`src/rtl/decoder_pkg.sv`:
```
// decoder_pkg: shared definitions for decoder_seq_onehot.
//   MODE_*  : encodings of the 2-bit mode input
//   state_t : controller states IDLE / DECODE / RUN
package decoder_pkg;

  localparam logic [1:0] MODE_OFF    = 2'b00;
  localparam logic [1:0] MODE_DECODE = 2'b01;
  localparam logic [1:0] MODE_SEQ    = 2'b10;
  localparam logic [1:0] MODE_RSVD   = 2'b11;

  typedef enum logic [1:0] {
    IDLE   = 2'd0,
    DECODE = 2'd1,
    RUN    = 2'd2
  } state_t;

endpackage

```
`src/rtl/decoder_seq_onehot_decode.sv`:
```
// onehot_decode: combinational binary index -> one-hot vector.
//   i_idx    [SEL_WIDTH]      binary index
//   o_onehot [2**SEL_WIDTH]   one-hot result, bit i_idx set
module onehot_decode #(
  parameter int SEL_WIDTH = 4
) (
  input  logic [SEL_WIDTH-1:0]      i_idx,
  output logic [(2**SEL_WIDTH)-1:0] o_onehot
);

  localparam int OUT_WIDTH = 2 ** SEL_WIDTH;

  assign o_onehot = OUT_WIDTH'(1) << i_idx;

endmodule

```
`src/rtl/decoder_seq_onehot.sv`:
```
// decoder_seq_onehot: registered one-hot decoder with a T-state sequencer mode.
//   clk, rst_n   clock, async active-low reset
//   enable_bit   0 forces all outputs to zero
//   mode         00 off, 01 decode, 10 sequence, 11 treated as off
//   select_bits  decode index, or load target in sequence mode
//   load/step/clear  sequence controls (clear > load > step)
//   out          registered one-hot (or zero), index its binary position
//   valid        out holds a one-hot value
//   wrap         one-cycle pulse after a step from LAST_INDEX back to 0
//
// state  | meaning
// IDLE   | disabled or mode off/reserved; all outputs zero
// DECODE | out follows 1 << select_bits, one cycle late
// RUN    | sequencer walking T0..T(LAST_INDEX)
module decoder_seq_onehot
  import decoder_pkg::*;
#(
  parameter int SEL_WIDTH  = 4,
  parameter int LAST_INDEX = 15
) (
  input  logic                      clk,
  input  logic                      rst_n,
  input  logic                      enable_bit,
  input  logic [1:0]                mode,
  input  logic [SEL_WIDTH-1:0]      select_bits,
  input  logic                      load,
  input  logic                      step,
  input  logic                      clear,
  output logic [(2**SEL_WIDTH)-1:0] out,
  output logic [SEL_WIDTH-1:0]      index,
  output logic                      valid,
  output logic                      wrap
);

  localparam int OUT_WIDTH = 2 ** SEL_WIDTH;
  localparam logic [SEL_WIDTH-1:0] LAST_IDX = SEL_WIDTH'(LAST_INDEX);

  state_t                 r_state, w_state_nxt;
  logic [SEL_WIDTH-1:0]   r_index, w_index_nxt;
  logic [OUT_WIDTH-1:0]   r_out, w_out_nxt;
  logic                   r_valid, w_valid_nxt;
  logic                   r_wrap, w_wrap_nxt;
  logic [OUT_WIDTH-1:0]   w_onehot;

  onehot_decode #(.SEL_WIDTH(SEL_WIDTH)) u_onehot_decode (
    .i_idx    (w_index_nxt),
    .o_onehot (w_onehot)
  );

  always_comb begin
    w_state_nxt = IDLE;
    w_index_nxt = '0;
    w_valid_nxt = 1'b0;
    w_wrap_nxt  = 1'b0;

    if (!enable_bit || mode == MODE_OFF || mode == MODE_RSVD) begin
      w_state_nxt = IDLE;
    end else if (mode == MODE_DECODE) begin
      w_state_nxt = DECODE;
      w_index_nxt = select_bits;
      w_valid_nxt = 1'b1;
    end else if (r_state != RUN) begin
      // Entry always starts at T0; sequencer controls on this cycle are ignored.
      w_state_nxt = RUN;
      w_valid_nxt = 1'b1;
    end else begin
      w_state_nxt = RUN;
      w_valid_nxt = 1'b1;
      w_index_nxt = r_index;
      if (clear) begin
        w_index_nxt = '0;
      end else if (load) begin
        w_index_nxt = (select_bits <= LAST_IDX) ? select_bits : '0;
      end else if (step) begin
        if (r_index == LAST_IDX) begin
          w_index_nxt = '0;
          w_wrap_nxt  = 1'b1;
        end else begin
          w_index_nxt = r_index + SEL_WIDTH'(1);
        end
      end
    end

    w_out_nxt = w_valid_nxt ? w_onehot : '0;
  end

  always_ff @(posedge clk or negedge rst_n) begin
    if (!rst_n) begin
      r_state <= IDLE;
      r_index <= '0;
      r_out   <= '0;
      r_valid <= 1'b0;
      r_wrap  <= 1'b0;
    end else begin
      r_state <= w_state_nxt;
      r_index <= w_index_nxt;
      r_out   <= w_out_nxt;
      r_valid <= w_valid_nxt;
      r_wrap  <= w_wrap_nxt;
    end
  end

  assign out   = r_out;
  assign index = r_index;
  assign valid = r_valid;
  assign wrap  = r_wrap;

endmodule
```
`config.mk`:
```
export PLATFORM = sky130hd
export DESIGN_NAME = decoder_seq_onehot
export DESIGN_NICKNAME = d
export VERILOG_FILES = /design/src/rtl/decoder_pkg.sv /design/src/rtl/decoder_seq_onehot_decode.sv /design/src/rtl/decoder_seq_onehot.sv
export SDC_FILE = /design/constraint.sdc
export NUM_CORES = 1
export LEC_CHECK = 0
export CAP_MARGIN = 0
export CELL_PAD_IN_SITES_DETAIL_PLACEMENT = 2
export CELL_PAD_IN_SITES_GLOBAL_PLACEMENT = 2
export CORE_MARGIN = 1
export CORE_UTILIZATION = 29
export CTS_CLUSTER_DIAMETER = 50
export DETAILED_ROUTE_END_ITERATION = 7
export GPL_TIMING_DRIVEN = 0
export PLACE_DENSITY_LB_ADDON = 0.2
export SLEW_MARGIN = 20
export SYNTH_ARGS = -nofsm -noshare
export SYNTH_HDL_FRONTEND = slang
export SYNTH_SLANG_ARGS = --single-unit
```
`constraint.sdc`:
```
create_clock -name clk -period 2.1 [get_ports clk]
set_input_delay 0.42 -clock clk [delete_from_list [all_inputs] [get_ports clk]]
set_output_delay 0.42 -clock clk [all_outputs]
set_load 0.05 [all_outputs]
```
Word-level counts from Yosys, hierarchy flattened

Cells that the tools add are included.

Register bits after elaboration: 24
Input bits: 12
Output and inout bits: 22
Logic and storage cells: 35

$add $sub $neg: 1
Magnitude comparators: 1
Eq/ne operators: 4
Shift-type cells: 1
Muxes and demuxes: 19
Reduce and logical (&&, ||, !) cells: 4

Operators with widths:

| kind                                                                   | count |
|---|---|
| 4-bit two-way mux                                                      | 8 |
| 16-bit two-way mux                                                     | 1 |
| 1-bit by 4-bit left shift with 16-bit output (first input constant)    | 1 |
| 1-bit two-way mux                                                      | 8 |
| 4-bit by 1-bit adder with 4-bit output (second input constant)         | 1 |
| 4-bit equality test (second input constant)                            | 1 |
| 4-bit <= comparator (second input constant)                            | 1 |
| 2-bit two-way mux                                                      | 2 |
| 2-bit by 1-bit equality test with 1-bit output (second input constant) | 1 |
| 2-bit equality test (second input constant)                            | 1 |
| 2-bit zero test                                                        | 1 |
| 1-bit logical OR                                                       | 2 |
| 2-bit inequality test (second input constant)                          | 1 |
| 1-bit zero test                                                        | 1 |

Logic depth before layout (Yosys ltp)

Gate-level depths: netlist of run 1.

Word-level depth: 10
Depth in mapped cells: 7

By module

From an unflattened synthesis of run 1, not the netlist that was laid out.

Cells, all modules: 94
Area, all modules: 1,164.9 sq um

Modules (own cells, without submodules):

| module             | instances | cells each | area an instance (sq um) | sequential area each (sq um) |
|---|---|---|---|---|
| decoder_seq_onehot | 1         | 74         | 938.4                    | 600.6 |
| onehot_decode      | 1         | 20         | 226.5                    | 0.0 |

Worst setup path before layout of run 1

No wires, ideal clock.

Path type: register to register
From: reg r_index[0] (netlist: index[0])
To: reg r_out[10] (netlist: out[10])
Arrival: 2.063 ns
Required time: 1.999 ns
Setup slack: -0.064 ns
Cell stages (with the launch flop): 7
Buffers on the path: 0
Period minus slack after synthesis: 2.164 ns
Path through: dfrtp_1 -> ha_1 -> or2b_1 -> o21ai_0 -> a2bb2oi_4 -> inv_2 -> nor4_1

Cells in the longest elaborated chain, start to end: 10
Elaborated cells on any way between the ends: 11
Those cells by class: 1 x add/sub; 1 x eq/ne; 1 x shift; 8 x mux

RTL lines:

| item                                                                          | RTL line                                           | source |
|---|---|---|
| start: declaration                                                            | decoder_seq_onehot.sv:39                           | `logic [SEL_WIDTH-1:0] r_index, w_index_nxt;` |
| start signal: assignment                                                      | decoder_seq_onehot.sv:96                           | `r_index <= w_index_nxt;` |
| 4-bit by 1-bit adder with 4-bit output or 4-bit equality test (tied branches) | decoder_seq_onehot.sv:79, decoder_seq_onehot.sv:75 |  |
| 4-bit two-way mux                                                             | decoder_seq_onehot.sv:75                           | `if (r_index == LAST_IDX) begin` |
| 4-bit two-way mux *                                                           | decoder_seq_onehot.sv:74                           | `end else if (step) begin` |
| 4-bit two-way mux *                                                           | decoder_seq_onehot.sv:72                           | `end else if (load) begin` |
| 4-bit two-way mux *                                                           | decoder_seq_onehot.sv:70                           | `if (clear) begin` |
| 4-bit two-way mux *                                                           | decoder_seq_onehot.sv:62                           | `end else if (r_state != RUN) begin` |
| 4-bit two-way mux *                                                           | decoder_seq_onehot.sv:58                           | `end else if (mode == MODE_DECODE) begin` |
| 4-bit two-way mux *                                                           | decoder_seq_onehot.sv:56                           | `if (!enable_bit \|\| mode == MODE_OFF \|\| mode == MODE_RSVD) begin` |
| via u_onehot_decode.i_idx[0]                                                  | decoder_seq_onehot_decode.sv:7                     | `input logic [SEL_WIDTH-1:0] i_idx,` |
| 1-bit by 4-bit left shift with 16-bit output *                                | decoder_seq_onehot_decode.sv:13                    | `assign o_onehot = OUT_WIDTH'(1) << i_idx;` |
| 16-bit two-way mux *                                                          | decoder_seq_onehot.sv:84                           | `w_out_nxt = w_valid_nxt ? w_onehot : '0;` |
| via w_out_nxt[10]                                                             | decoder_seq_onehot.sv:40                           | `logic [OUT_WIDTH-1:0] r_out, w_out_nxt;` |
| end signal: assignment                                                        | decoder_seq_onehot.sv:97                           | `r_out <= w_out_nxt;` |
| end: declaration                                                              | decoder_seq_onehot.sv:40                           |  |

The timed path passes the listed nets; every way through them passes the cells marked *.

Worst setup path after layout of run 1

From: in step
To: reg r_out[2] (netlist: out[2])

Cells in the longest elaborated chain, start to end: 8

RTL lines:

| item                                         | RTL line                        | source |
|---|---|---|
| start: declaration                           | decoder_seq_onehot.sv:27        | `input logic step,` |
| 4-bit two-way mux                            | decoder_seq_onehot.sv:74        |  |
| 4-bit two-way mux                            | decoder_seq_onehot.sv:72        |  |
| 4-bit two-way mux                            | decoder_seq_onehot.sv:70        |  |
| 4-bit two-way mux                            | decoder_seq_onehot.sv:62        |  |
| 4-bit two-way mux                            | decoder_seq_onehot.sv:58        |  |
| 4-bit two-way mux                            | decoder_seq_onehot.sv:56        |  |
| via u_onehot_decode.i_idx[3]                 | decoder_seq_onehot_decode.sv:7  |  |
| 1-bit by 4-bit left shift with 16-bit output | decoder_seq_onehot_decode.sv:13 |  |
| 16-bit two-way mux                           | decoder_seq_onehot.sv:84        |  |
| via w_out_nxt[2]                             | decoder_seq_onehot.sv:40        |  |

The timed path passes the listed nets, and every way through them passes these cells.

==> results of run 1 <==
## kinds of logic (layout without fill, tap and decap cells)
group,after synthesis,count (layout),synth area share [%]
adders and majority gates,1,1,1.18
DFF,24,24,56.9
muxes,1,1,0.948
and+or+nand+nor,27,27,16.6
xor gates and xnor gates,3,3,2.49
buffers and inverters,9,53,5.09
AOI/OAI and AO/OA,14,14,16.8
## cell usage after synthesis
master | instances | area (um^2)
dfrtp_1 | 24 | 601
nor4_1 | 16 | 100
nand2_1 | 4 | 15.0
a2bb2oi_4 | 3 | 78.8
inv_1 | 3 | 11.3
xor2_1 | 3 | 26.3
a211o_1 | 2 | 17.5
buf_6 | 2 | 22.5
inv_2 | 2 | 7.51
inv_4 | 2 | 12.5
o21ai_0 | 2 | 10.0
a21oi_1 | 1 | 5.00
a31o_4 | 1 | 17.5
a31oi_1 | 1 | 6.26
and2_1 | 1 | 6.26
and3b_1 | 1 | 8.76
and3b_2 | 1 | 10.0
ha_1 | 1 | 12.5
mux2i_1 | 1 | 10.0
nand3_2 | 1 | 10.0
nor3_1 | 1 | 5.00
nor3b_2 | 1 | 12.5
o221ai_1 | 1 | 8.76
o311ai_0 | 1 | 8.76
o31a_1 | 1 | 8.76
o41ai_2 | 1 | 16.3
or2b_1 | 1 | 7.51
## timing repair
action	4_1_cts	5_1_grt
setup buffers	0	7
pin swaps	0	3
setup endpoints to repair	5	13
gates resized for setup	1	2
## metrics by stage
stage	setup TNS [ps]	std cells
after floorplan	0	79
after global placement	-2720	158
after detailed placement	-3330	158
after CTS	0	162
after global routing	-25.4	169
final	0	169
## where the power goes
group | internal (mW) | switching, mW
Combinational | 0.0577 | 0.0806
Sequential | 0.471 | 0.00493
Clock | 0.193 | 0.143
Total | 0.721 | 0.229
## registers in the layout, summed over array words and instances (netlist names)
| name | count |
|---|---|
| out | 16 |
| r_state | 2 |
| valid | 1 |
| wrap | 1 |
| index | 4 |
## final timing paths
path	to	slack [ps]	depth (start not counted)
max	out[2]	60	7
min	out[14]	60	1
max reg2reg	out[8]	180	6
min reg2reg	wrap	730	3
max in group asynchronous	index[1]	1660	1
min in group clk	wrap	730	3
## layer usage
layer  GRT usage [%]  vias up
met1            19.5      430
li1                -      383
met4            6.10        0
met5               0        -
met2            27.3       21
met3            2.39        4
## cell type report
cell class	count	area (um^2)
fillers	355	1850
multi-input cells	46	417
flip-flops and latches	24	603
plain buffers	2	22.5
well taps	46	57.6
repair buffers	40	378
clock inverters	1	30.0
clock buffers	3	22.5
inverters	7	31.3
==> reports/qor.yml, run 1 <==
outcome:
  status: "complete, no violations"
synthesis:
  ys_seq_elements: 24
  synth.avg_cell_area_um2: 13.4
  synth.net_count: 92
  ys_warn_count: 0
  synth-seq-area-share_pct: 56.9
  synth.cell_area_um2: 1060
  syn_inst: 79
  synth.distinct_cells: 27
floorplanning:
  fp.dieW_um: 62.3
  ios: 34
  die_area_um2: 3890
  initial_core_util_pct: 30.9
  rows: 21
  design.core.area_um2: 3420
  fp.dieH_um: 62.3
timing:
  timing.fmax_mhz: 490
  finalHoldViolCount: 0
  drv_slew: 0
  slew_headroom_pct: 64.3
  worst_pin_slew_ps: 535
  clock_skew_ps: 1.97
  fin_hold_ws_ps: 57.0
  min_period_ps: 2040
  worst_slack_ps: 60.9
  setup_violations: 0
  timing.final.crit_share_pct: 97.1
grt:
  grt_overflow: 0
  grt.total_usage_pct: 15.7
  grt_pass1_wl_um: 4750
  antenna_found_initial: 0
  grt_max_degree: 25
  grt_pass1_vias: 991
clocking:
  clkTransAtPathRegs_ps: 130
  h-tree-depth: 1
  ctsHoldBuffers: 0
  root_buffer: "clkbuf_4"
  cts.path.max_buffers: 2
  cts_tree: "built"
  clock_latency_ps: 320
  cts_sinks: 24
  cts_buffers: 3
routing:
  num_vias: 838
  drt-met1-wl_um: 1220
  drt-total-wl_um: 2890
  drt_first_pass_iters: 4
  vias_per_cell: 4.96
  wl_met2_um: 1510
  wl_met3_um: 96
  drt_iter0_markers: 2
  drcViolationCount: 0
  postRouteAntennaNets: 0
  wl_per_cell_um: 17.1
  maxUsedRoutingLayer: "met4"
power:
  p_leak_nw: 0.679
  p_total_uw: 950
  powerDensity_nw_per_um2: 609
  ir_drop_mv: 0.288
critical_path:
  reg2reg_from: "index[0]"
  cp.required_ps: 2320
  cp_cell_sequence: "clkdlybuf4s50_1 -> inv_1 -> o41ai_4 -> o31a_1 -> buf_6 -> inv_4 -> nor4_1"
  crit_family: "buffers and inverters"
  endpoint_kind: "flop"
  path_max_fanout: 9
  max_stage_delay_ps: 590
  path_class: "input pin to flop"
  cpMaxStageDelayCell: "clkdlybuf4s50_1"
  critPathBufInv: 4
  worstPathArrival_ps: 2260
  crit_start: "step"
  critPathLaunchType: "input pin"
finish:
  layout_commonest_cell: "clkdlybuf4s50_1"
  mostFrequentLayoutCells: "clkdlybuf4s50_1 (32), dfrtp_1 (22), nor4_1 (16)"
  area_delta_synth_final_pct: 47.9
  fin_util_pct: 45.7
  post-route-cell-area_um2: 1560
  nets: 137
  drive_gt1_share_pct: 23.6
  antenna_cells: 0
placed_design:
  dpl_cell_area_um2: 1450
  gp_congestion: 0.704
  dp_hpwl_um: 1940
  place_ws_ps: -282
  numPortBuffers: 33
hold_path:
  hp-class: "input pin to async pin"
job:
  drv_cap: 0
Power figures use the tool's default switching activity.
==> inputs of run 2 (changes only) <==
--- a/config.mk
+++ b/config.mk
@@ -5,11 +5,11 @@
 export SDC_FILE = /design/constraint.sdc
 export NUM_CORES = 1
 export LEC_CHECK = 0
+export ABC_CLOCK_PERIOD_IN_PS = 2100
 export CAP_MARGIN = 0
-export CELL_PAD_IN_SITES_DETAIL_PLACEMENT = 2
-export CELL_PAD_IN_SITES_GLOBAL_PLACEMENT = 2
-export CORE_MARGIN = 1
-export CORE_UTILIZATION = 29
+export CELL_PAD_IN_SITES_DETAIL_PLACEMENT = 1
+export CELL_PAD_IN_SITES_GLOBAL_PLACEMENT = 1
+export CORE_UTILIZATION = 35
 export CTS_CLUSTER_DIAMETER = 50
 export DETAILED_ROUTE_END_ITERATION = 7
 export GPL_TIMING_DRIVEN = 0
==> reports/qor.yml, run 2 (synthesized netlist as in run 1, its figures left out) <==
timing:
  setup_violations: 0
  fin_hold_ws_ps: 57.4
  finalHoldViolCount: 0
  setup_tns_ps: 0
  min_period_ps: 2030
  worst_pin_slew_ps: 514
  slew_headroom_pct: 65.7
  clock_skew_ps: 8.65
  timing.final.crit_share_pct: 96.7
  drv_slew: 0
  rsz0062_at_grt: "true"
  timing.fmax_mhz: 492
routing:
  drt-total-wl_um: 2400
  num_vias: 824
  drcViolationCount: 6
  drt_iter0_markers: 21
  vias_per_cell: 5.46
  wl_per_cell_um: 15.9
  postRouteAntennaNets: 0
  drt_first_pass_iters: 6
critical_path:
  reg2reg_slack_ps: 170
  crit_end: "out[9]"
  critPathLaunchType: "input pin"
  path_max_fanout: 9
  endpoint_kind: "flop"
  worstPathArrival_ps: 2230
  reg2reg_from: "index[0]"
  r2r-end: "out[9]"
  crit_start: "mode[0]"
  cp.required_ps: 2290
  path_class: "input pin to flop"
  r2r.worst_path.cells: 6
outcome:
  status: "finished, violations left"
  violations: "DRC"
clocking:
  cts_sinks: 24
  clock_latency_ps: 310
  h-tree-depth: 1
  clkTransAtPathRegs_ps: 130
  cts_tree: "built"
  cts_buffers: 3
  root_buffer: "clkbuf_4"
  cts.path.max_buffers: 2
  ctsHoldBuffers: 0
power:
  ir_drop_mv: 0.360
  powerDensity_nw_per_um2: 562
  p_leak_nw: 0.659
grt:
  antenna_found_initial: 0
  grt_overflow: 0
  grt_max_degree: 25
  grt_pass1_vias: 877
  grt.total_usage_pct: 16.6
  grt_pass1_wl_um: 4160
finish:
  fin_util_pct: 53.8
  area_delta_synth_final_pct: 43.0
  largest_register_ffs: 16
  nets: 134
  antenna_cells: 0
  fillCellCount: 293
  mostFrequentLayoutCells: "clkdlybuf4s50_1 (32), dfrtp_1 (22), nor4_1 (15)"
  drive_gt1_share_pct: 22.5
  fin_cells: 151
  layout_commonest_cell: "clkdlybuf4s50_1"
  post-route-cell-area_um2: 1510
floorplanning:
  design.core.area_um2: 2810
  die_area_um2: 3240
  initial_core_util_pct: 37.6
  ios: 34
  fp.dieH_um: 56.9
  fp.dieW_um: 56.9
  rows: 19
placed_design:
  numPortBuffers: 33
  dp_cells: 143
  dp_hpwl_um: 1780
  dpl_cell_area_um2: 1430
  gp_congestion: 0.746
hold_path:
  hp-class: "input pin to async pin"
job:
  drv_cap: 0
==> run 2: routing by layer <==
metal	part of all wire, %	routed length [um]	GRT usage (%)	vias up
met5	0	0	0	-
li1	-	-	-	381
met4	0.46	11	4.53	0
met2	52	1250	27.6	24
met3	5.5	132	2.95	2
met1	42	1010	22.5	417
==> run 2: worst min path at each step <==
stage / to / depth (start not counted)
2_1_floorplan: index[0] / 0
3_3_place_gp: wrap / 2
3_5_place_dp: wrap / 2
4_1_cts: wrap / 2
5_1_grt: r_state[1] / 1
6_report: r_state[1] / 1
==> run 2: per-stage QoR <==
| stage | worst slack [ps] | power [mW] |
|---|---|---|
| 3_5_place_dp | -248 | 0.615 |
| 5_1_grt | -29.9 | 0.884 |
| 3_3_place_gp | -215 | 0.612 |
| 4_1_cts | 74.7 | 0.854 |
| 6_report | 68.7 | 0.848 |
| 2_1_floorplan | 115 | 0.554 |
==> run 2: power by group <==
part | internal [mW] | switching [mW] | leakage [nW] | total (mW)
sequential | 0.471 | 0.00523 | 0.328 | 0.476
combinational | 0.0564 | 0.0780 | 0.311 | 0.134
clock | 0.106 | 0.132 | 0.0210 | 0.238
==> run 2: worst max-delay path, cell delays in order <==
cell	delay, ps
clkdlybuf4s50_1	500
and3b_1	190
buf_6	130
a31o_4	260
a2bb2oi_4	280
inv_4	100
nor4_1	330
==> run 2: layout make-up <==
cell class	instances	area [um^2]	area share, %
buffer	2	22.5	1.49
clock buffer	4	36.3	2.40
inverter	7	31.3	2.07
multi-input combinational	46	423	28.0
sequential	24	603	39.9
tap	31	38.8	2.57
timing repair buffer	37	355	23.5
==> run 2: timing repair <==
action / in CTS / in global routing
gates resized for setup: 1 / 3
endpoints found under the setup margin: 2 / 7
pin swaps: 0 / 2
setup buffers: 0 / 4
